[config.mk]
export PLATFORM = sky130hd
export DESIGN_NAME = display_scan_controller
export DESIGN_NICKNAME = d
export VERILOG_FILES = /design/src/rtl/display_scan_controller.sv
export SDC_FILE = /design/constraint.sdc
export NUM_CORES = 1
export LEC_CHECK = 0
export CAP_MARGIN = 20
export CORE_MARGIN = 4
export CORE_UTILIZATION = 53
export DETAILED_ROUTE_END_ITERATION = 10
export PLACE_DENSITY_LB_ADDON = 0.25
export SYNTH_ARGS = -nofsm -noshare
export SYNTH_HDL_FRONTEND = slang
export SYNTH_SLANG_ARGS = --single-unit
[constraint.sdc]
create_clock -name clk -period 2.2 [get_ports clk]
set_input_delay 0.55 -clock clk [delete_from_list [all_inputs] [get_ports clk]]
set_output_delay 0.55 -clock clk [all_outputs]
set_load 0.03 [all_outputs]
[src/rtl/display_scan_controller.sv]
// -----------------------------------------------------------------------------
// display_scan_controller
//
// Purpose:
//   Time-multiplexed scan controller for an N-digit 7-segment display whose
//   digits share one 4-bit-input segment decoder. The block keeps a shadow copy
//   of the digit values. It steps through the digits one at a time and presents
//   the current digit's nibble to the decoder. It enables only that digit's
//   common line. A short all-dark gap comes before every digit so the previous
//   digit's segments do not ghost onto the next one.
//
//   New frames are loaded through a staging register. The shadow copy only
//   changes at a frame boundary, so a single scan frame never mixes old and new
//   digit values.
//
// Parameters:
//   N_DIGITS      number of digits scanned (>= 2)
//   REFRESH_DIV   clock cycles each digit is lit (>= 1)
//   BLANK_CYCLES  clock cycles all digits are dark before each digit (>= 1)
//
// Ports:
//   clk         in   1           rising-edge clock
//   rst         in   1           synchronous reset, active-high
//   enable      in   1           1 = scanning runs, 0 = display dark, scan parked
//   load        in   1           1-cycle strobe, capture data_in as a new frame
//   data_in     in   4*N_DIGITS  digit values, digit k = data_in[4k+3:4k]
//   blank_mask  in   N_DIGITS    1 = keep digit k dark during its lit slot
//   dec_nibble  out  4           nibble for the shared segment decoder
//   digit_en    out  N_DIGITS    one-hot active-high digit enable (0 = dark)
//   frame_done  out  1           1-cycle pulse on the first cycle after the
//                                last digit's lit slot
//   load_pend   out  1           a loaded frame is waiting for a frame boundary
// -----------------------------------------------------------------------------
module display_scan_controller #(
  parameter int N_DIGITS     = 4,
  parameter int REFRESH_DIV  = 4,
  parameter int BLANK_CYCLES = 2
) (
  input  logic                  clk,
  input  logic                  rst,
  input  logic                  enable,
  input  logic                  load,
  input  logic [4*N_DIGITS-1:0] data_in,
  input  logic [N_DIGITS-1:0]   blank_mask,
  output logic [3:0]            dec_nibble,
  output logic [N_DIGITS-1:0]   digit_en,
  output logic                  frame_done,
  output logic                  load_pend
);

  // One counter serves both the dark gap and the lit slot. Its width is the
  // larger of the two lengths. A minimum of one bit keeps the vector legal
  // when both lengths are 1.
  localparam int CNT_MAX = (REFRESH_DIV > BLANK_CYCLES) ? REFRESH_DIV : BLANK_CYCLES;
  localparam int CNT_W   = (CNT_MAX > 1) ? $clog2(CNT_MAX) : 1;
  localparam int IDX_W   = $clog2(N_DIGITS);

  localparam logic [CNT_W-1:0]    BLANK_LAST = CNT_W'(BLANK_CYCLES - 1);
  localparam logic [CNT_W-1:0]    SHOW_LAST  = CNT_W'(REFRESH_DIV - 1);
  localparam logic [IDX_W-1:0]    IDX_LAST   = IDX_W'(N_DIGITS - 1);
  localparam logic [N_DIGITS-1:0] ONE_HOT0   = N_DIGITS'(1);

  typedef enum logic [1:0] {
    IDLE  = 2'd0,
    BLANK = 2'd1,
    SHOW  = 2'd2
  } state_t;

  state_t                  state;
  state_t                  state_nxt;
  logic [IDX_W-1:0]        idx;
  logic [IDX_W-1:0]        idx_nxt;
  logic [CNT_W-1:0]        cnt;
  logic [CNT_W-1:0]        cnt_nxt;
  logic                    wrap;

  logic [4*N_DIGITS-1:0]   shadow;
  logic [4*N_DIGITS-1:0]   shadow_nxt;
  logic [4*N_DIGITS-1:0]   staging;
  logic                    pending;
  logic                    pending_nxt;
  logic                    boundary;

  logic [3:0]              nibble_nxt;
  logic [N_DIGITS-1:0]     digit_en_nxt;

  // Scan state register: state, current digit index and in-state cycle count.
  always_ff @(posedge clk) begin
    if (rst) begin
      state <= IDLE;
      idx   <= '0;
      cnt   <= '0;
    end else begin
      state <= state_nxt;
      idx   <= idx_nxt;
      cnt   <= cnt_nxt;
    end
  end

  // Next-state logic. Dropping enable overrides everything and parks the scan
  // at digit 0. This makes re-enabling always restart with a dark gap before
  // digit 0. 'wrap' marks the edge that leaves the last digit's lit slot. That
  // edge is the frame boundary while scanning.
  always_comb begin
    state_nxt = state;
    idx_nxt   = idx;
    cnt_nxt   = cnt;
    wrap      = 1'b0;

    if (!enable) begin
      state_nxt = IDLE;
      idx_nxt   = '0;
      cnt_nxt   = '0;
    end else begin
      case (state)
        IDLE: begin
          state_nxt = BLANK;
          idx_nxt   = '0;
          cnt_nxt   = '0;
        end

        BLANK: begin
          if (cnt == BLANK_LAST) begin
            state_nxt = SHOW;
            cnt_nxt   = '0;
          end else begin
            cnt_nxt = cnt + 1'b1;
          end
        end

        SHOW: begin
          if (cnt == SHOW_LAST) begin
            state_nxt = BLANK;
            cnt_nxt   = '0;
            if (idx == IDX_LAST) begin
              idx_nxt = '0;
              wrap    = 1'b1;
            end else begin
              idx_nxt = idx + 1'b1;
            end
          end else begin
            cnt_nxt = cnt + 1'b1;
          end
        end

        default: begin
          state_nxt = IDLE;
          idx_nxt   = '0;
          cnt_nxt   = '0;
        end
      endcase
    end
  end

  // Frame update. Outside a boundary, a load only fills staging and raises
  // pending. A later load simply overwrites staging. At a boundary the shadow
  // takes a same-edge load directly, or otherwise the waiting staged frame. In
  // both cases nothing is left pending. Every edge spent in IDLE counts as a
  // boundary, so a load made while parked takes effect at once.
  always_comb begin
    boundary    = wrap || (state == IDLE);
    shadow_nxt  = shadow;
    pending_nxt = pending;

    if (boundary) begin
      if (load) begin
        shadow_nxt = data_in;
      end else if (pending) begin
        shadow_nxt = staging;
      end
      pending_nxt = 1'b0;
    end else if (load) begin
      pending_nxt = 1'b1;
    end
  end

  // Output values for the coming cycle. They are derived from the next state
  // and the next shadow, so they are correct on the very first cycle of each
  // state. This includes the first dark cycle after a wrap that installed a new
  // frame. The masked digit still gets its nibble and timing. Only its enable
  // is suppressed.
  always_comb begin
    nibble_nxt   = 4'h0;
    digit_en_nxt = '0;

    if (state_nxt != IDLE) begin
      nibble_nxt = shadow_nxt[{idx_nxt, 2'b00} +: 4];
    end

    if (state_nxt == SHOW) begin
      digit_en_nxt = (ONE_HOT0 << idx_nxt) & ~blank_mask;
    end
  end

  // Frame storage and registered outputs.
  always_ff @(posedge clk) begin
    if (rst) begin
      shadow     <= '0;
      staging    <= '0;
      pending    <= 1'b0;
      dec_nibble <= 4'h0;
      digit_en   <= '0;
      frame_done <= 1'b0;
    end else begin
      if (load) begin
        staging <= data_in;
      end
      shadow     <= shadow_nxt;
      pending    <= pending_nxt;
      dec_nibble <= nibble_nxt;
      digit_en   <= digit_en_nxt;
      frame_done <= wrap;
    end
  end

  assign load_pend = pending;

endmodule

==> metrics.md, run 1 <==
| Metric | Value |
|---|---|
| Count of unique library cells instantiated by Yosys | `33` |
| Final weighted congestion of routability-driven global placement | `0.798` |
| Via count of the first global-routing pass | `1828` |
| Overall fraction of global-route tracks in use | `just over 20%` |
| Clock latency on the worst-skew pair | `0.30 ns` |
| Total Nets Final | `311` |
| Total number of placement rows | `23` |
| Dominant combinational cell family by area after synthesis | `simple AND/OR/NAND/NOR gates` |
| Routed wire length | `5.06 mm` |
| Total DRC errors in the routed layout | `0` |
| Share of synthesized area occupied by flip-flops and latches | `43.6%` |
| Hold Slack | `0.501 ns` |
| Boundary Pins | `34` |
| Leading cell types by total area after synthesis | `dfxtp_1, nand3_1, mux2i_1` |
| TritonCTS clock tree | `built` |
| Netlist area before placement | `approximately 0.0022 sq mm` |
| Detailed placer's ending HPWL | `3.51 mm` |
| Remaining global-route overflow | `0` |
| Num CTS Buffers | `5` |
| Area share of the largest cell type after synthesis | `between 40% and 50%` |
| Worst setup slack before clock tree synthesis | `-0.390 ns` |
| Worst EP required | `2.43 ns` |
| Synthesized area divided by synthesized cell count | `just over 9 sq um` |
| Overall die area | `0.00525 sq mm` |
| CP startpoint | `state[0]` |
| Count leader, synth | `nand3_1` |
| Synth Instances | `243` |
| Buf+Inv Stages, Crit Path | `1` |
| Status | `completed` |
| Setup WS post-layout | `0.169 ns` |
| Minimum clock period | `2.03 ns` |
| Fraction of layout instances using a drive strength above 1 | `10.4%` |
| Buffer levels on the longest clock path | `2` |
| Pin count of the biggest net entering global routing | `36` |
| Violation count after the first detailed-routing iteration | `155` |
| Number of synthesis warnings | `0` |
| Slowest cell on the critical path | `dfxtp_1` |
| Number of failing setup endpoints in the final timing report | `0` |
| Worst min path class | `reg2reg` |
| Net Count, Synth | `roughly 280` |
| Leakage power | `around 1.1 nW` |
| Initial Util | `55.1%` |
| Total power per unit cell area | `670 mW/mm^2` |
| Element type at the critical path end | `flip-flop` |
| Reported max-cap violation count | `0` |
| Final slew viol count | `0` |
| Synth Area in Simple Gates | `20.1%` |
| Biggest area consumer among synthesized cells | `dfxtp_1` |
| Hold Buf Count CTS | `0` |
| Data arrival time of the worst path | `2.26 ns` |
| Final period util | `approximately 92%` |
| H-tree Lvls | `2` |
| Peak supply drop | `0.586 mV` |
| Register clock-pin slew on the reported worst setup and hold paths | `0.09 ns` |
| CTS sink cnt | `48` |
| Mux contribution to synthesized area | `between 7 and 8%` |
| Final core area utilization | `68.3%` |
| Total via count after detailed routing | `1893` |
| Worst min-delay path startpoint | `staging[3]` |
| Asr flop ratio synth | `0%` |
| Area of the core region | `0.00400 sq mm` |
| Worst Path Max Fanout | `10` |
| Pre-antenna DRT Iters | `4` |
| Achievable frequency | `about 490 MHz` |
| Wire length of the first global-routing pass | `8.60 mm` |
| Most used flip-flop cell after synthesis | `dfxtp_1` |
| Crit path cell chain | `inv_1 > ha_1 > nor2b_1 > o21ai_2 > and4b_2 > a22oi_1 > a21oi_1` |
| Endpoints failing hold | `0` |
| Cell family contributing the most delay on the critical path | `simple AND/OR/NAND/NOR gates` |
| Startpoint kind of the worst setup timing path | `flip-flop` |
| Worst relative slew slack | `55.6%` |
| Average wire per standard cell | `15.4 um` |
| Xor and xnor fraction of the mapped netlist area | `0%` |
| Peak per-stage delay on the critical path | `about 0.4 ns` |
| # port buffers | `33` |
| Setup Crit Path Kind | `reg2reg` |
| Post-CTS Setup Inserts | `0` |
| Unrepaired setup endpoints after global routing | `false` |
| Number of synthesized flops with an enable pin | `0` |
| Tightest Pin Transition | `0.663 ns` |
| Fraction of the mapped netlist area in compound gates | `18.5%` |
| Ratio of routed vias to standard cells | `approximately 5.8` |
| Tot Pwr | `1.83 mW` |
| List of most frequent post-synthesis cells | `nand3_1, dfxtp_1, nor2_1` |
| Horizontal die dimension | `around 72 um` |
| Synthesis-to-finish area growth | `24.1%` |
| Buffer type at the clock tree root | `clkbuf_8` |
| Y dimension of the die | `a little over 70 um` |
| Remaining number of nets flagged by the antenna check after routing | `0` |
| Post-synthesis share of cell area spent on full adders, half adders and majority gates | `under 10%` |
| Antenna diode count | `0` |
| Number of storage elements in the synthesis netlist | `48` |
| Beginning of the worst register-to-register path | `state[0]` |
| Antenna violations before repair | `0` |
| Clock Skews | `0.00828 ns` |
## flip-flops by register name, indices dropped and copies added, names as in the netlist
register / cells
digit_en: 4
load_pend: 1
state: 2
dec_nibble: 4
shadow: 16
idx: 2
cnt: 2
staging: 16
frame_done: 1
## worst reg2reg max path: stages (launching register included)
cell	delay, ns
dfxtp_1	0.39
inv_1	0.08
ha_1	0.34
nor2b_1	0.21
o21ai_2	0.30
and4b_2	0.38
a22oi_1	0.10
a21oi_1	0.15
## path summary, 6_finish.rpt
check | end | slack, ns | depth (start not counted)
setup / recovery | dec_nibble[3] | 0.17 | 7
hold / removal | staging[3] | 0.50 | 2
setup reg to reg | dec_nibble[3] | 0.17 | 7
hold reg to reg | staging[3] | 0.50 | 2
## power breakdown
| group | switching, mW | internal (mW) |
|---|---|---|
| registers | 0.0162 | 0.907 |
| logic | 0.114 | 0.103 |
| clock network | 0.288 | 0.401 |
| total | 0.418 | 1.41 |
## area by class of cell
type                    count  area [sq um]
flip-flops and latches     48           961
fillers                   328          1270
well taps                  50          62.6
multi-input cells         173          1150
clock buffers               7          96.3
repair buffers             44           413
clock inverters             1          30.0
inverters                   6          22.5
## stage by stage
stage / cells / TNS, ns / instance area [sq um]
5_1_grt: 329 / 0 / 2730
4_1_cts: 329 / 0 / 2730
3_3_place_gp: 321 / -3.68 / 2600
2_1_floorplan: 243 / 0 / 2200
6_report: 329 / 0 / 2730
3_5_place_dp: 321 / -4.54 / 2600
## placed cells by master, fill, tap and decap left out, drive strengths merged, types with 7 or more instances in the layout
master and count:
nand3 50, ha 9, a22oi 10, buf 11
clkbuf 7, o21ai 19, dfxtp 48, nor2 22
clkdlybuf4s50 33, mux2i 16, a31oi 16, a21oi 7
## logic make-up (layout without fill, tap and decap cells)
logic type               after synthesis  in the layout
AO/OA/AOI/OAI                         59             59
AND/OR/NAND/NOR                       88             88
adder cells (fa/ha/maj)                9              9
buffers and inverters                 22             58
flip-flops                            48             48
multiplexers                          17             17
## metal layers
metal | wire [um] | GRT usage [%] | vias up
met4 | 66 | 5.94 | 0
met5 | 0 | 0 | -
met1 | 2370 | 28.1 | 886
li1 | - | - | 955
met2 | 2360 | 33.3 | 45
met3 | 258 | 4.29 | 7
## timing repair
item	CTS	global route
endpoints found under the setup margin	4	1
gates resized for setup	1	1
endpoints found under the hold margin	0	0
cloned	0	0
pin swaps	0	0
No activity file was read; power rests on OpenSTA's default activity.
==> run 2: changes to the inputs <==
Settings changed: CORE_ASPECT_RATIO set to 1.75.
==> run 2 against run 1 <==
Net effect:
- global-route usage rose by 0.26 points
- critical path depth fell by 1
- largest power group unchanged
- critical path type is now in2reg
- utilization rose by 0.38 points
- die area rose by 0.77%
- wire length rose by 6.5%
==> metrics.md, run 2 (same netlist as run 1, synthesis figures left out) <==
| Metric | Value |
|---|---|
| Status | `completed` |
| Remaining number of nets flagged by the antenna check after routing | `0` |
| Average wire per standard cell | `around 17 um` |
| CP startpoint | `enable` |
| Number of failing setup endpoints in the final timing report | `0` |
| Beginning of the worst register-to-register path | `cnt[1]` |
| Reported max-cap violation count | `0` |
| Pin count of the biggest net entering global routing | `36` |
| Total number of placement rows | `30` |
| TritonCTS clock tree | `built` |
| Peak supply drop | `0.578 mV` |
| CTS sink cnt | `48` |
| Num CTS Buffers | `5` |
| # port buffers | `33` |
| Post-CTS Setup Inserts | `0` |
| Total DRC errors in the routed layout | `0` |
| Setup Crit Path Kind | `in2reg` |
| Minimum clock period | `slightly above 2 ns` |
| Final slew viol count | `0` |
| Post-route cell area | `0.00271 sq mm` |
| Fillers | `~320` |
| Startpoint kind of the worst setup timing path | `input port` |
| DP Cell Count | `317` |
| Via count of the first global-routing pass | `between 1500 and 2000` |
| Data arrival time of the worst path | `2.21 ns` |
| Horizontal die dimension | `56.7 um` |
| Worst min-delay path startpoint | `staging[7]` |
| Commonest cells after routing, fill and taps aside | `nand3_1, dfxtp_1, clkdlybuf4s50_1` |
| Worst relative slew slack | `52.7%` |
| Count of placed standard cells in the final layout, fillers left out | `325` |
| Final period util | `between 90 and 100%` |
| Peak per-stage delay on the critical path | `0.61 ns` |
| Routed wire length | `about 5.4 mm` |
| Antenna diode count | `0` |
| Final weighted congestion of routability-driven global placement | `a little over 0.9` |
| Initial Util | `55.9%` |
| Clock Skews | `slightly above 0.006 ns` |
| Slowest cell on the critical path | `clkdlybuf4s50_1` |
| Area of the core region | `between 0.003 and 0.004 sq mm` |
| Wire length of the first global-routing pass | `8.69 mm` |
| Buffer levels on the longest clock path | `2` |
| Register clock-pin slew on the reported worst setup and hold paths | `0.09 ns` |
| Leakage power | `1.07 nW` |
| Worst Path Max Fanout | `16` |
| Clock latency on the worst-skew pair | `0.30 ns` |
| Remaining global-route overflow | `0` |
| Worst EP required | `2.38 ns` |
| Boundary Pins | `34` |
| Setup WS post-layout | `around 0.17 ns` |
| Fraction of layout instances using a drive strength above 1 | `10.1%` |
| Y dimension of the die | `93.3 um` |
| Worst min path class | `reg2reg` |
| H-tree Lvls | `2` |
| Violation count after the first detailed-routing iteration | `77` |
| Endpoints failing hold | `0` |
| Crit path cell chain | `clkdlybuf4s50_1 > a41oi_4 > o21ai_0 > nand3_1 > a22oi_1 > a21oi_1` |
| Worst setup slack before clock tree synthesis | `-0.416 ns` |
| Detailed placer's ending HPWL | `approximately 3.8 mm` |
| Pre-antenna DRT Iters | `4` |
| Ratio of routed vias to standard cells | `6.08` |
| Placed instance area | `0.00259 sq mm` |
| Final TNS setup | `0 ns` |
| Synthesis-to-finish area growth | `23.0%` |
| Overall die area | `0.00529 sq mm` |
| Total via count after detailed routing | `1977` |
| Total power per unit cell area | `approximately 660 mW/mm^2` |
| Unrepaired setup endpoints after global routing | `false` |
| Overall fraction of global-route tracks in use | `21.0%` |
| Achievable frequency | `between 400 and 500 MHz` |
| Biggest registers after layout | `shadow (16), staging (16)` |
| Antenna violations before repair | `0` |
| Tightest Pin Transition | `0.706 ns` |
| Final core area utilization | `68.7%` |
| Total Nets Final | `309` |
| Element type at the critical path end | `flip-flop` |
| Buffer type at the clock tree root | `clkbuf_8` |
| Most common library cell in the layout ignoring fill and taps | `nand3_1` |
[run 2: cell count changes in the layout (fill, tap and decap cells not counted)]
cell        change
a211oi_2        +1
a211oi_4        -1
buf_12          +1
buf_4           -3
clkbuf_8        -2
clkinv_2        +1
clkinvlp_4      +1
ha_1            -1
ha_2            +1
[run 2: worst paths after layout]
path,slack (ns),to,cells after the start
hold / removal,0.50,staging[7],2
setup / recovery,0.17,dec_nibble[2],6
setup reg to reg,0.28,dec_nibble[0],6
hold reg to reg,0.50,staging[7],2
[run 2: repair_timing]
item,CTS,global route
hold buffers,0,0
setup endpoints to repair,4,2
resized for setup,1,1
[run 2: worst max-delay path: cells and delay by family]
family	cells	cell delay, ns
buf+inv	1	0.61
compound gates	4	0.92
simple gates	1	0.13
[run 2: where the power goes]
group / switching, mW / internal (mW) / total [mW]
logic: 0.117 / 0.103 / 0.220
registers: 0.0160 / 0.907 / 0.923
clock network: 0.303 / 0.337 / 0.639
[run 2: final cells by class]
type	instances	area, sq um	share of cell area, %
Inverter	6	22.5	0.832
Sequential cell	48	961	35.5
Clock inverter	3	42.5	1.57
Multi-Input combinational cell	173	1140	42.2
Clock buffer	5	68.8	2.54
Tap cell	48	60.1	2.22
Timing Repair Buffer	42	410	15.2
[run 2: per-layer routing]
metal	up-vias	global-route usage, %	routed length, um
met1	961	22.5	2050
li1	956	-	-
met3	9	4.42	221
met5	-	0	0
met4	0	11.1	116
met2	51	37.5	3000
[run 2: per-stage QoR]
stage                     hold slack, ns  total power [mW]
after floorplan                    0.460              1.07
after global placement             0.475              1.16
after detailed placement           0.483              1.16
after CTS                          0.507              1.79
after global routing               0.542              1.85
final                              0.500              1.78
==> run 3: changes to the inputs <==
Settings changed: SKIP_CTS_REPAIR_TIMING set to 1.
==> run 3 against run 2 <==
Net effect:
- final cell count grew 0.31%
- critical path depth is the same
- via count grew 0.15%
- highest routed layer unchanged
- largest cell class unchanged
==> metrics.md, run 3 (same netlist as run 1, synthesis figures left out) <==
| Metric | Value |
|---|---|
| Status | `completed` |
| Clock Skews | `0.00576 ns` |
| Final period util | `just over 90%` |
| Data arrival time of the worst path | `2.22 ns` |
| Tightest Pin Transition | `0.482 ns` |
| Worst setup path endpoint | `dec_nibble[2]` |
| Final core area utilization | `68.8%` |
| Register clock-pin slew on the reported worst setup and hold paths | `roughly 0.090 ns` |
| Hold Slack | `0.500 ns` |
| H-tree Lvls | `2` |
| Beginning of the worst register-to-register path | `state[0]` |
| Buffer levels on the longest clock path | `2` |
| Antenna diode count | `0` |
| Worst min path class | `reg2reg` |
| Commonest cells after routing, fill and taps aside | `nand3_1, dfxtp_1, clkdlybuf4s50_1` |
| Switching part of the total power | `24.6%` |
| Startpoint kind of the worst setup timing path | `input port` |
| # port buffers | `33` |
| Overall die area | `0.00529 sq mm` |
| Biggest registers after layout | `shadow (16), staging (16)` |
| Antenna violations before repair | `0` |
| Total area of multi-input combinational cells | `0.00114 sq mm` |
| Placed instance area | `0.00259 sq mm` |
| Ratio of routed vias to standard cells | `6.07` |
| Power Internal | `1.35 mW` |
| Minimum clock period | `2.03 ns` |
| Final weighted congestion of routability-driven global placement | `around 0.9` |
| Unrepaired setup endpoints after global routing | `false` |
| Count of placed standard cells in the final layout, fillers left out | `326` |
| Violation count after the first detailed-routing iteration | `55` |
| Setup Crit Path Kind | `in2reg` |
| Final slew viol count | `0` |
| Total DRC errors in the routed layout | `0` |
| Synthesis-to-finish area growth | `23.2%` |
| Average wire per standard cell | `16.6 um` |
| Total Nets Final | `310` |
| Detailed placer's ending HPWL | `3.80 mm` |
| Clock latency on the worst-skew pair | `0.31 ns` |
| Initial Util | `a little under three fifths` |
| Reg2Reg Depth | `7` |
| Wire length of the first global-routing pass | `8.69 mm` |
| Post-route cell area | `0.00271 sq mm` |
| Flip-flop and latch area | `961 sq um` |
| CTS sink cnt | `48` |
| Buffer type at the clock tree root | `clkbuf_8` |
| Most common library cell in the layout ignoring fill and taps | `nand3_1` |
| Reported max-cap violation count | `0` |
| Fraction of layout instances using a drive strength above 1 | `10.1%` |
| Total power per unit cell area | `658 mW/mm^2` |
| Boundary Pins | `34` |
| Area of the core region | `0.00394 sq mm` |
| Num CTS Buffers | `5` |
| Pin count of the biggest net entering global routing | `36` |
| CP startpoint | `enable` |
| Endpoints failing hold | `0` |
| Capture instance of the worst register-to-register path | `dec_nibble[2]` |
| Net load switching power | `0.439 mW` |
| Remaining number of nets flagged by the antenna check after routing | `0` |
| Worst EP required | `2.38 ns` |
| Fillers | `323` |
| Pre-antenna DRT Iters | `4` |
| Sequential power share | `between 50% and 60%` |
| Reg-to-reg slack, setup | `0.28 ns` |
| Horizontal die dimension | `56.7 um` |
| Leakage power | `1.07 nW` |
| Total via count after detailed routing | `1980` |
| Total number of placement rows | `30` |
| DP Cell Count | `317` |
| Achievable frequency | `492 MHz` |
| TritonCTS clock tree | `built` |
| Logic gate share of total power | `around 12%` |
| Routed wire length | `5.43 mm` |
| Clock share of power | `36.0%` |
| Overall fraction of global-route tracks in use | `about a fifth` |
| Number of failing setup endpoints in the final timing report | `0` |
| Worst relative slew slack | `67.7%` |
| Worst Path Max Fanout | `16` |
| Via count of the first global-routing pass | `around 1900` |
| Element type at the critical path end | `flip-flop` |
| Y dimension of the die | `93.3 um` |
| Peak supply drop | `a little under 0.6 mV` |
| Remaining global-route overflow | `0` |
run 3: cell count changes in the layout (fill, tap and decap cells not counted), sizes merged:
| cell | before | now |
|---|---|---|
| buf | 9 | 10 |
run 3: power by group through the flow:
stage,sequential [mW],combinational [mW],clock (mW)
final,0.923,0.220,0.642
after global placement,0.943,0.214,0
after floorplan,0.944,0.124,0
after detailed placement,0.943,0.218,0
after global routing,0.927,0.240,0.687
after CTS,0.923,0.219,0.647
run 3: per-stage QoR:
stage	worst slack (ns)	total power, mW	TNS (ns)
2_1_floorplan	0.476	1.07	0
3_3_place_gp	-0.362	1.16	-3.94
3_5_place_dp	-0.416	1.16	-5.08
4_1_cts	-0.0939	1.79	-0.325
5_1_grt	0.0453	1.85	0
6_report	0.166	1.79	0
run 3: area by class of cell:
class / count / area share, %
inverter: 6 / 0.830
timing repair buffer: 43 / 15.4
clock buffer: 5 / 2.54
multi-input combinational: 173 / 42.0
sequential: 48 / 35.4
clock inverter: 3 / 1.57
tap: 48 / 2.21
run 3: worst min-delay path by stage:
| stage | from | to | slack, ns | cells after the start |
|---|---|---|---|---|
| after floorplan | staging[0] | staging[0] | 0.46 | 2 |
| after global placement | staging[0] | staging[0] | 0.47 | 2 |
| after detailed placement | staging[7] | staging[7] | 0.48 | 2 |
| after CTS | staging[7] | staging[7] | 0.51 | 2 |
| after global routing | staging[14] | staging[14] | 0.54 | 2 |
| final | staging[7] | staging[7] | 0.50 | 2 |
run 3: worst max-delay path: stages:
cell and delay [ns]:
clkdlybuf4s50_1 0.61, a41oi_4 0.29, o21ai_0 0.34, nand3_1 0.14, a22oi_1 0.19, a21oi_1 0.09
run 3: layer usage:
layer / vias to the layer above / GRT usage [%] / share of wire (%)
met2: 57 / 37.4 / 56
met3: 9 / 4.42 / 4.5
met5: - / 0 / 0
met1: 956 / 22.6 / 37
li1: 958 / - / -
met4: 0 / 11.1 / 2.1
